==> src/rtl/i2c_slave_responder.sv <==
// rtl/i2c_slave_responder.sv - single-address I2C target: START/STOP detect, address match, write receive, read transmit
module i2c_slave_responder #(
  parameter logic [6:0] ADDRESS     = 7'h50,
  parameter int         SYNC_STAGES = 2
) (
  input  logic       clk,
  input  logic       reset,
  input  logic       scl_in,
  input  logic       sda_in,
  output logic       sda_drive_low,
  output logic [7:0] rx_data,
  output logic       rx_valid,
  input  logic [7:0] tx_data,
  output logic       tx_request,
  output logic       rw,
  output logic       busy,
  output logic       stop_detected
);

  typedef enum logic [3:0] {
    S_IDLE, S_ADDRESS, S_ADDR_ACK, S_WRITE_DATA, S_WRITE_ACK,
    S_READ_DATA, S_READ_ACK, S_WAIT_STOP, S_IGNORE
  } state_t;

  state_t                 state, state_n;
  logic [SYNC_STAGES-1:0] scl_sync, sda_sync;
  logic                   scl_s, sda_s, scl_d, sda_d;
  logic                   start_ev, stop_ev, scl_rise, scl_fall;
  logic [2:0]             cnt, cnt_n;
  logic                   phase, phase_n;
  logic [6:0]             sh, sh_n;
  logic [7:0]             rx_data_n;
  logic                   sda_n, rx_valid_n, tx_request_n, rw_n, busy_n, stop_n;

  assign scl_s    = scl_sync[SYNC_STAGES-1];
  assign sda_s    = sda_sync[SYNC_STAGES-1];
  assign start_ev = scl_s & scl_d & sda_d & ~sda_s;
  assign stop_ev  = scl_s & scl_d & ~sda_d & sda_s;
  assign scl_rise = scl_s & ~scl_d;
  assign scl_fall = ~scl_s & scl_d;

  // Synchronisers reset to the idle bus level so reset release never fakes an event.
  always_ff @(posedge clk or posedge reset) begin
    if (reset) begin
      scl_sync      <= '1;
      sda_sync      <= '1;
      scl_d         <= 1'b1;
      sda_d         <= 1'b1;
      state         <= S_IDLE;
      cnt           <= 3'd0;
      phase         <= 1'b0;
      sh            <= 7'd0;
      sda_drive_low <= 1'b0;
      rx_data       <= 8'd0;
      rx_valid      <= 1'b0;
      tx_request    <= 1'b0;
      rw            <= 1'b0;
      busy          <= 1'b0;
      stop_detected <= 1'b0;
    end else begin
      scl_sync      <= {scl_sync[SYNC_STAGES-2:0], scl_in};
      sda_sync      <= {sda_sync[SYNC_STAGES-2:0], sda_in};
      scl_d         <= scl_s;
      sda_d         <= sda_s;
      state         <= state_n;
      cnt           <= cnt_n;
      phase         <= phase_n;
      sh            <= sh_n;
      sda_drive_low <= sda_n;
      rx_data       <= rx_data_n;
      rx_valid      <= rx_valid_n;
      tx_request    <= tx_request_n;
      rw            <= rw_n;
      busy          <= busy_n;
      stop_detected <= stop_n;
    end
  end

  always_comb begin
    state_n      = state;
    cnt_n        = cnt;
    phase_n      = phase;
    sh_n         = sh;
    sda_n        = sda_drive_low;
    rx_data_n    = rx_data;
    rx_valid_n   = 1'b0;
    tx_request_n = 1'b0;
    rw_n         = rw;
    busy_n       = busy;
    stop_n       = 1'b0;
    if (start_ev) begin
      state_n = S_ADDRESS;
      cnt_n   = 3'd0;
      phase_n = 1'b0;
      sda_n   = 1'b0;
    end else if (stop_ev) begin
      state_n = S_IDLE;
      cnt_n   = 3'd0;
      phase_n = 1'b0;
      sda_n   = 1'b0;
      busy_n  = 1'b0;
      stop_n  = 1'b1;
    end else begin
      case (state)
        S_ADDRESS: if (scl_rise) begin
          sh_n  = {sh[5:0], sda_s};
          cnt_n = cnt + 3'd1;
          if (cnt == 3'd7) begin
            phase_n = 1'b0;
            if (sh == ADDRESS) begin
              rw_n    = sda_s;
              busy_n  = 1'b1;
              state_n = S_ADDR_ACK;
            end else begin
              busy_n  = 1'b0;
              state_n = S_IGNORE;
            end
          end
        end
        // phase=0: waiting for the fall that opens the ACK bit; phase=1: ACK bit on the bus.
        S_ADDR_ACK: begin
          if (scl_fall && !phase) begin
            sda_n   = 1'b1;
            phase_n = 1'b1;
          end else if (scl_fall) begin
            phase_n = 1'b0;
            cnt_n   = 3'd0;
            if (rw) begin
              sh_n    = tx_data[6:0];
              sda_n   = ~tx_data[7];
              state_n = S_READ_DATA;
            end else begin
              sda_n   = 1'b0;
              state_n = S_WRITE_DATA;
            end
          end else if (scl_rise && phase && rw) begin
            tx_request_n = 1'b1;
          end
        end
        S_WRITE_DATA: if (scl_rise) begin
          sh_n  = {sh[5:0], sda_s};
          cnt_n = cnt + 3'd1;
          if (cnt == 3'd7) begin
            rx_data_n  = {sh, sda_s};
            rx_valid_n = 1'b1;
            phase_n    = 1'b0;
            state_n    = S_WRITE_ACK;
          end
        end
        S_WRITE_ACK: if (scl_fall) begin
          if (!phase) begin
            sda_n   = 1'b1;
            phase_n = 1'b1;
          end else begin
            sda_n   = 1'b0;
            phase_n = 1'b0;
            cnt_n   = 3'd0;
            state_n = S_WRITE_DATA;
          end
        end
        // MSB went out on entry, so sh only holds the seven bits still to send.
        S_READ_DATA: if (scl_fall) begin
          if (cnt == 3'd7) begin
            sda_n   = 1'b0;
            cnt_n   = 3'd0;
            phase_n = 1'b0;
            state_n = S_READ_ACK;
          end else begin
            sda_n = ~sh[6];
            sh_n  = {sh[5:0], 1'b0};
            cnt_n = cnt + 3'd1;
          end
        end
        S_READ_ACK: begin
          if (scl_rise && !phase) begin
            if (!sda_s) begin
              tx_request_n = 1'b1;
              phase_n      = 1'b1;
            end else begin
              state_n = S_WAIT_STOP;
            end
          end else if (scl_fall && phase) begin
            sh_n    = tx_data[6:0];
            sda_n   = ~tx_data[7];
            cnt_n   = 3'd0;
            phase_n = 1'b0;
            state_n = S_READ_DATA;
          end
        end
        S_IDLE, S_WAIT_STOP, S_IGNORE: sda_n = 1'b0;
        default: begin
          sda_n   = 1'b0;
          state_n = S_IDLE;
        end
      endcase
    end
  end

endmodule
==> config.mk <==
export PLATFORM = sky130hd
export DESIGN_NAME = i2c_slave_responder
export DESIGN_NICKNAME = d
export VERILOG_FILES = /design/src/rtl/i2c_slave_responder.sv
export SDC_FILE = /design/constraint.sdc
export NUM_CORES = 1
export LEC_CHECK = 0
export ABC_CLOCK_PERIOD_IN_PS = 1900
export BUFFER_PORTS_ARGS = -buffer_cell sky130_fd_sc_hd__buf_2
export CAP_MARGIN = 20
export CORE_UTILIZATION = 30
export CTS_BUF_LIST = sky130_fd_sc_hd__clkbuf_8
export DETAILED_ROUTE_END_ITERATION = 10
export HOLD_SLACK_MARGIN = 0.06
export PLACE_DENSITY = 0.59
export SKIP_LAST_GASP = 1
export SLEW_MARGIN = 0
export SYNTH_ARGS = -nofsm -noshare
export SYNTH_HDL_FRONTEND = slang
export SYNTH_SLANG_ARGS = --single-unit
==> constraint.sdc <==
create_clock -name clk -period 1.9 [get_ports clk]
set_input_delay 0.285 -clock clk [delete_from_list [all_inputs] [get_ports clk]]
set_output_delay 0.285 -clock clk [all_outputs]
set_load 0.01 [all_outputs]
# ---- Word-level counts from Yosys, hierarchy flattened
# Index checks and enable logic that the tools add are counted.
# Widths: inputs -> output; s select.
dict set report op_classes {
  add_sub_neg 1
  eq_ne 37
  n_mux 82
  n_bitwise 15
  n_reduce_logical 22
}
# operator count
set op_table {}
lappend op_table {{$mux 4} 16}
lappend op_table {{$mux 7} 8}
lappend op_table {{$ne 4x4->1 const B} 12}
lappend op_table {{$mux 1} 40}
lappend op_table {{$mux 3} 12}
lappend op_table {{$pmux 4 s7} 1}
lappend op_table {{$pmux 7 s4} 1}
lappend op_table {{$ne 5x5->1 const B} 4}
lappend op_table {{$eq 4x3->1 const B} 4}
lappend op_table {{$pmux 3 s5} 1}
lappend op_table {{$ne 2x2->1 const B} 7}
lappend op_table {{$reduce_and 13->1} 1}
lappend op_table {{$reduce_and 6->1} 2}
lappend op_table {{$reduce_and 11->1} 1}
lappend op_table {{$pmux 1 s5} 2}
lappend op_table {{$reduce_and 9->1} 1}
lappend op_table {{$eq 4x2->1 const B} 2}
lappend op_table {{$not 1->1} 8}
lappend op_table {{$and 1x1->1} 7}
lappend op_table {{$eq 7x7->1 const B} 1}
lappend op_table {{$reduce_and 7->1} 1}
lappend op_table {{$reduce_bool 7->1} 1}
lappend op_table {{$reduce_bool 2->1} 3}
lappend op_table {{$logic_and 1x1->1} 5}
lappend op_table {{other kinds (16)} 16}
dict set report totals {
  regBits 35
  output_inout_bits 14
}

# ---- Longest topological paths before layout
dict set report depth {
  word_depth 10
  depth_mapped 8
  depth_no_buf 7
}

# ---- Worst setup path after synthesis
# Ideal clock, no wire load.
dict set report synth_path {
  path_kind {reg-to-reg}
  from {reg scl_d}
  to {reg sh[0]}
  arrival_ns 1.837
  slack_ns -0.064
  stages_incl_launch_ff 8
  period_less_slack_ns 1.964
  path_cell_list {dfstp_2 nor2b_1 buf_2 nand2_1 a222oi_1 and4bb_1 buf_4 mux2_1}
}
dict set report synth_between {
  elab_chain_len 5
  word_cells_on_any_way 20
}
# item line_no
set synth_rtl {}
lappend synth_rtl {{start: declaration} 27} ;# logic scl_s, sda_s, scl_d, sda_d;
lappend synth_rtl {{start signal: assignment} 63} ;# scl_d <= scl_s;
lappend synth_rtl {{$and 1x1->1 or $not 1->1 (tied branches)} {37, 38, 39}}
lappend synth_rtl {{$and 1x1->1, on equally long branches} {38, 37, 39}}
lappend synth_rtl {{$and 1x1->1 (tied with other cells)} 38} ;# assign stop_ev = scl_s & scl_d & ~sda_d & sda_s;
lappend synth_rtl {{$not 1->1 (no line) or $ne 2x2->1 (tied branches)} --}
lappend synth_rtl {{$reduce_and 11->1 (no line) (*)} --}
lappend synth_rtl {{end signal: assignment} 68} ;# sh <= sh_n;
lappend synth_rtl {{end: declaration} 31} ;# logic [6:0] sh, sh_n;
# Mark *: on every way between the ends. The rest lies on a longest branch, timed or not.
# A chain may end at the register's enable or synchronous reset.

# ---- Final worst setup path
dict set report layout_path {
  from {reg scl_sync[1]}
  to {reg state[3]}
}
dict set report layout_between {
  elab_chain_len 6
  word_cells_on_any_way 29
}
# item line_no
set layout_rtl {}
lappend layout_rtl {{start: declaration} 26} ;# logic [SYNC_STAGES-1:0] scl_sync, sda_sync;
lappend layout_rtl {{start signal: assignment} 61} ;# scl_sync <= {scl_sync[SYNC_STAGES-2:0], scl_in};
lappend layout_rtl {{branches (longest 6 deep; another with $reduce_and 13->1)} --}
lappend layout_rtl {{end signal: assignment} 65} ;# state <= state_n;
lappend layout_rtl {{end: declaration} 25} ;# state_t state, state_n;
# Several ways; the timed one is not identified.

==> flow_summary_export.csv <==
group,metric,value,unit
detailed_routing,met3_length,321,um
outcome,status,"finished, violations left",
cts,clkSinkCount,35,
grt,antenna_found_initial,0,
placement,dpl.hpwl,3.80,mm
hold_path,hold_class,"primary input to async pin",
outcome,violations,"setup timing",
cells_and_area,final_util,41.8,%
detailed_routing,postRouteAntennaNets,0,
critical_path,cp-end-kind,"register",
sta,setup_viol,10,
cts,insertion_delay,290,ps
sta,rsz0062_at_grt,"yes",
sta,tns,-536,ps
power_and_ir_drop,ir_drop,0.463,mV
yosys,yosys.area.top_type_share,36.5,%
yosys,avgSynthCellArea,9.65,um2
power_and_ir_drop,leakagePower,1.27,nW
yosys,ys_ff_latch,35,
cells_and_area,final_cell_area,2670,um2
cts,ctsHoldBuffers,0,
critical_path,cp_data_required_time,2080,ps
cts,clockRootBuffer,"clkbuf_8",
detailed_routing,drc,0,
yosys,synth_top_cells_by_area,"dfrtp_1 37%, dfstp_2 7.9%, nand2_1 5.9%",
power_and_ir_drop,p_per_area,726,nW/um2
sta,finalWorstSetupSlack,-75.4,ps
critical_path,r2r_slack,-80,ps
detailed_routing,viasPerCell,5.03,
cts,cts_buffer_depth,2,
placement,place_area,2530,um2
yosys,syn-num-nets,220,
cts,tritoncts,"yes",
yosys,syn_inst,206,
power_and_ir_drop,finalPower,1.94,mW
grt,gr-usage-all-layers,16.1,%
die,start_util,31.1,%
grt,grt_overflow,0,
sta,max_freq,506,MHz
grt,grt_pass1_vias,1761,
detailed_routing,highest_layer,"met4",
cts,cts_buffers,5,
detailed_routing,avgRoutedWirePerCell,14.6,um
cts,cts.clk_slew.worst_paths,80,ps
sta,finalHoldViolCount,0,
die,die_w,83.4,um
die,core_area,6390,um2
sta,period_minus_slack,1980,ps
placement,finalWeightedCongestion,0.880,
yosys,post-synth-top-count-cell,"nand2_1",
yosys,synth-async-reset-ratio,100,%
die,rows,29,
yosys,synth_warnings,0,
sta,finalCritPeriodShare,104,%
yosys,synth_enable_flop_cells,0,
critical_path,start_kind,"register",
die,ios,26,
yosys,yosys_most_used_dff,"dfrtp_1",
cts,htree_levels,2,
cells_and_area,final_cells,349,
yosys,seq_area_frac_synth,44.4,%
yosys,synth_area,1990,um2
sta,maxSlewViolCount,0,
grt,grt_pass1_wl,8.87,mm
yosys,yosys-top-cells-count,"31 x nand2_1, 29 x dfrtp_1, 11 x nor2_1, 11 x o21ai_0",
detailed_routing,route.met2.wl,2.12,mm
yosys,synth.largest_area_cell,"dfrtp_1",
sta,clock_skew,8.17,ps
critical_path,crit_type,"register to register",
placement,numPortBuffers,25,
detailed_routing,wl_met1,2.58,mm
sta,tightestPinTransition,454,ps
sta,max_slew_margin,69.7,%
grt,grt_start_max_net_pins,36,
job,maxCapViolCount,0,
cells_and_area,n_antenna_cell,0,
critical_path,cp_max_fo,4,
cells_and_area,nFillCells,640,
detailed_routing,vias,1754,
detailed_routing,drt_wl_total,5.09,mm
cells_and_area,area_growth,34.1,%
placement,placed_cells,340,
die,dieArea,6960,um2
detailed_routing,dr.pass1.iters,4,
detailed_routing,drtIter0Drc,176,
cells_and_area,final_nets,285,
cells_and_area,layout-drive-gt1-share,42.6,%
die,die_h,83.4,um
yosys,ys_types,53,
critical_path,crit_arrival,2160,ps
==> state kept, by name, indices dropped and copies added (netlist names), 2 cells and up <==
register  cells
scl_sync      2
sda_sync      2
cnt           3
sh            7
rx_data       8
state         4
==> layout make-up <==
| type | count | area, um2 | share of cell area (%) |
|---|---|---|---|
| Sequential cell | 35 | 887 | 33.3 |
| Timing Repair Buffer | 71 | 495 | 18.6 |
| Multi-Input combinational cell | 149 | 1060 | 39.7 |
| Clock buffer | 6 | 82.6 | 3.10 |
| Tap cell | 77 | 96.3 | 3.61 |
| Inverter | 9 | 37.5 | 1.41 |
| Clock inverter | 2 | 8.76 | 0.328 |
==> through the flow <==
stage / setup slack [ps] / hold slack [ps]
finish: -75.4 / 76.9
global route: -148 / 64.6
CTS: -102 / 81.5
detailed placement: -135 / 347
global placement: -102 / 350
floorplan: -16.1 / 289
==> critical path, cell delays in order, from the launching register on <==
cell and delay [ps]:
dfstp_2 540, buf_4 120, o21bai_1 50, a311oi_1 380, o21ai_1 170, or3_1 370
a21oi_1 230
==> repair_timing <==
item | CTS | global route
pin swaps | 3 | 5
gates cloned | 0 | 0
gates resized for setup | 9 | 4
setup endpoints to repair | 15 | 19
setup buffers | 1 | 0
==> cells by family after synthesis <==
group	count (synthesis)	synth area share (%)
buf+inv	22	5.47
compound gates	44	15.7
flops	35	44.4
simple gates	82	21.4
fa+ha+maj	2	1.26
mux	21	11.7
==> final timing paths <==
kind / start / end / cells after the start
min: reset / rw / 3
max in group asynchronous: reset / state[1] / 3
max: scl_sync[1] / state[3] / 6
max reg2reg: scl_sync[1] / state[3] / 6
min reg2reg: scl_sync[0] / scl_sync[1] / 0
min in group clk: scl_in / scl_sync[0] / 1
==> power by group <==
group          total (mW)  internal (mW)  switching, mW
combinational       0.404          0.253          0.151
sequential          0.969          0.846          0.122
clock               0.564          0.287          0.277
==> layout by cell type, fill, tap and decap left out, types with 2 or more instances in the layout <==
master,synthesis,final
buf_12,0,2
nand4_1,3,3
buf_4,1,44
o31ai_1,2,2
a21oi_1,6,5
nor2b_1,4,2
nand2b_1,7,7
o21ai_1,0,3
nor3_1,7,7
dfstp_2,6,6
nand3b_1,3,3
a21boi_0,3,3
a21oi_2,1,2
buf_2,6,25
o32ai_1,2,2
inv_1,8,9
nand2_1,31,30
mux2_2,9,9
dfrtp_1,29,26
mux2_1,9,2
nand3_1,3,3
nor3b_1,3,3
o211ai_1,3,3
nor2_1,11,11
mux2_4,0,7
mux2i_1,3,3
clkbuf_8,0,6
dfrtp_2,0,3
o21ai_0,11,8
==> layer usage <==
layer	vias up	track usage (%)
met5	-	0
met4	0	4.70
met3	7	4.08
met2	57	22.6
met1	820	24.0
li1	870	-
(Power assumes the default switching activity.)
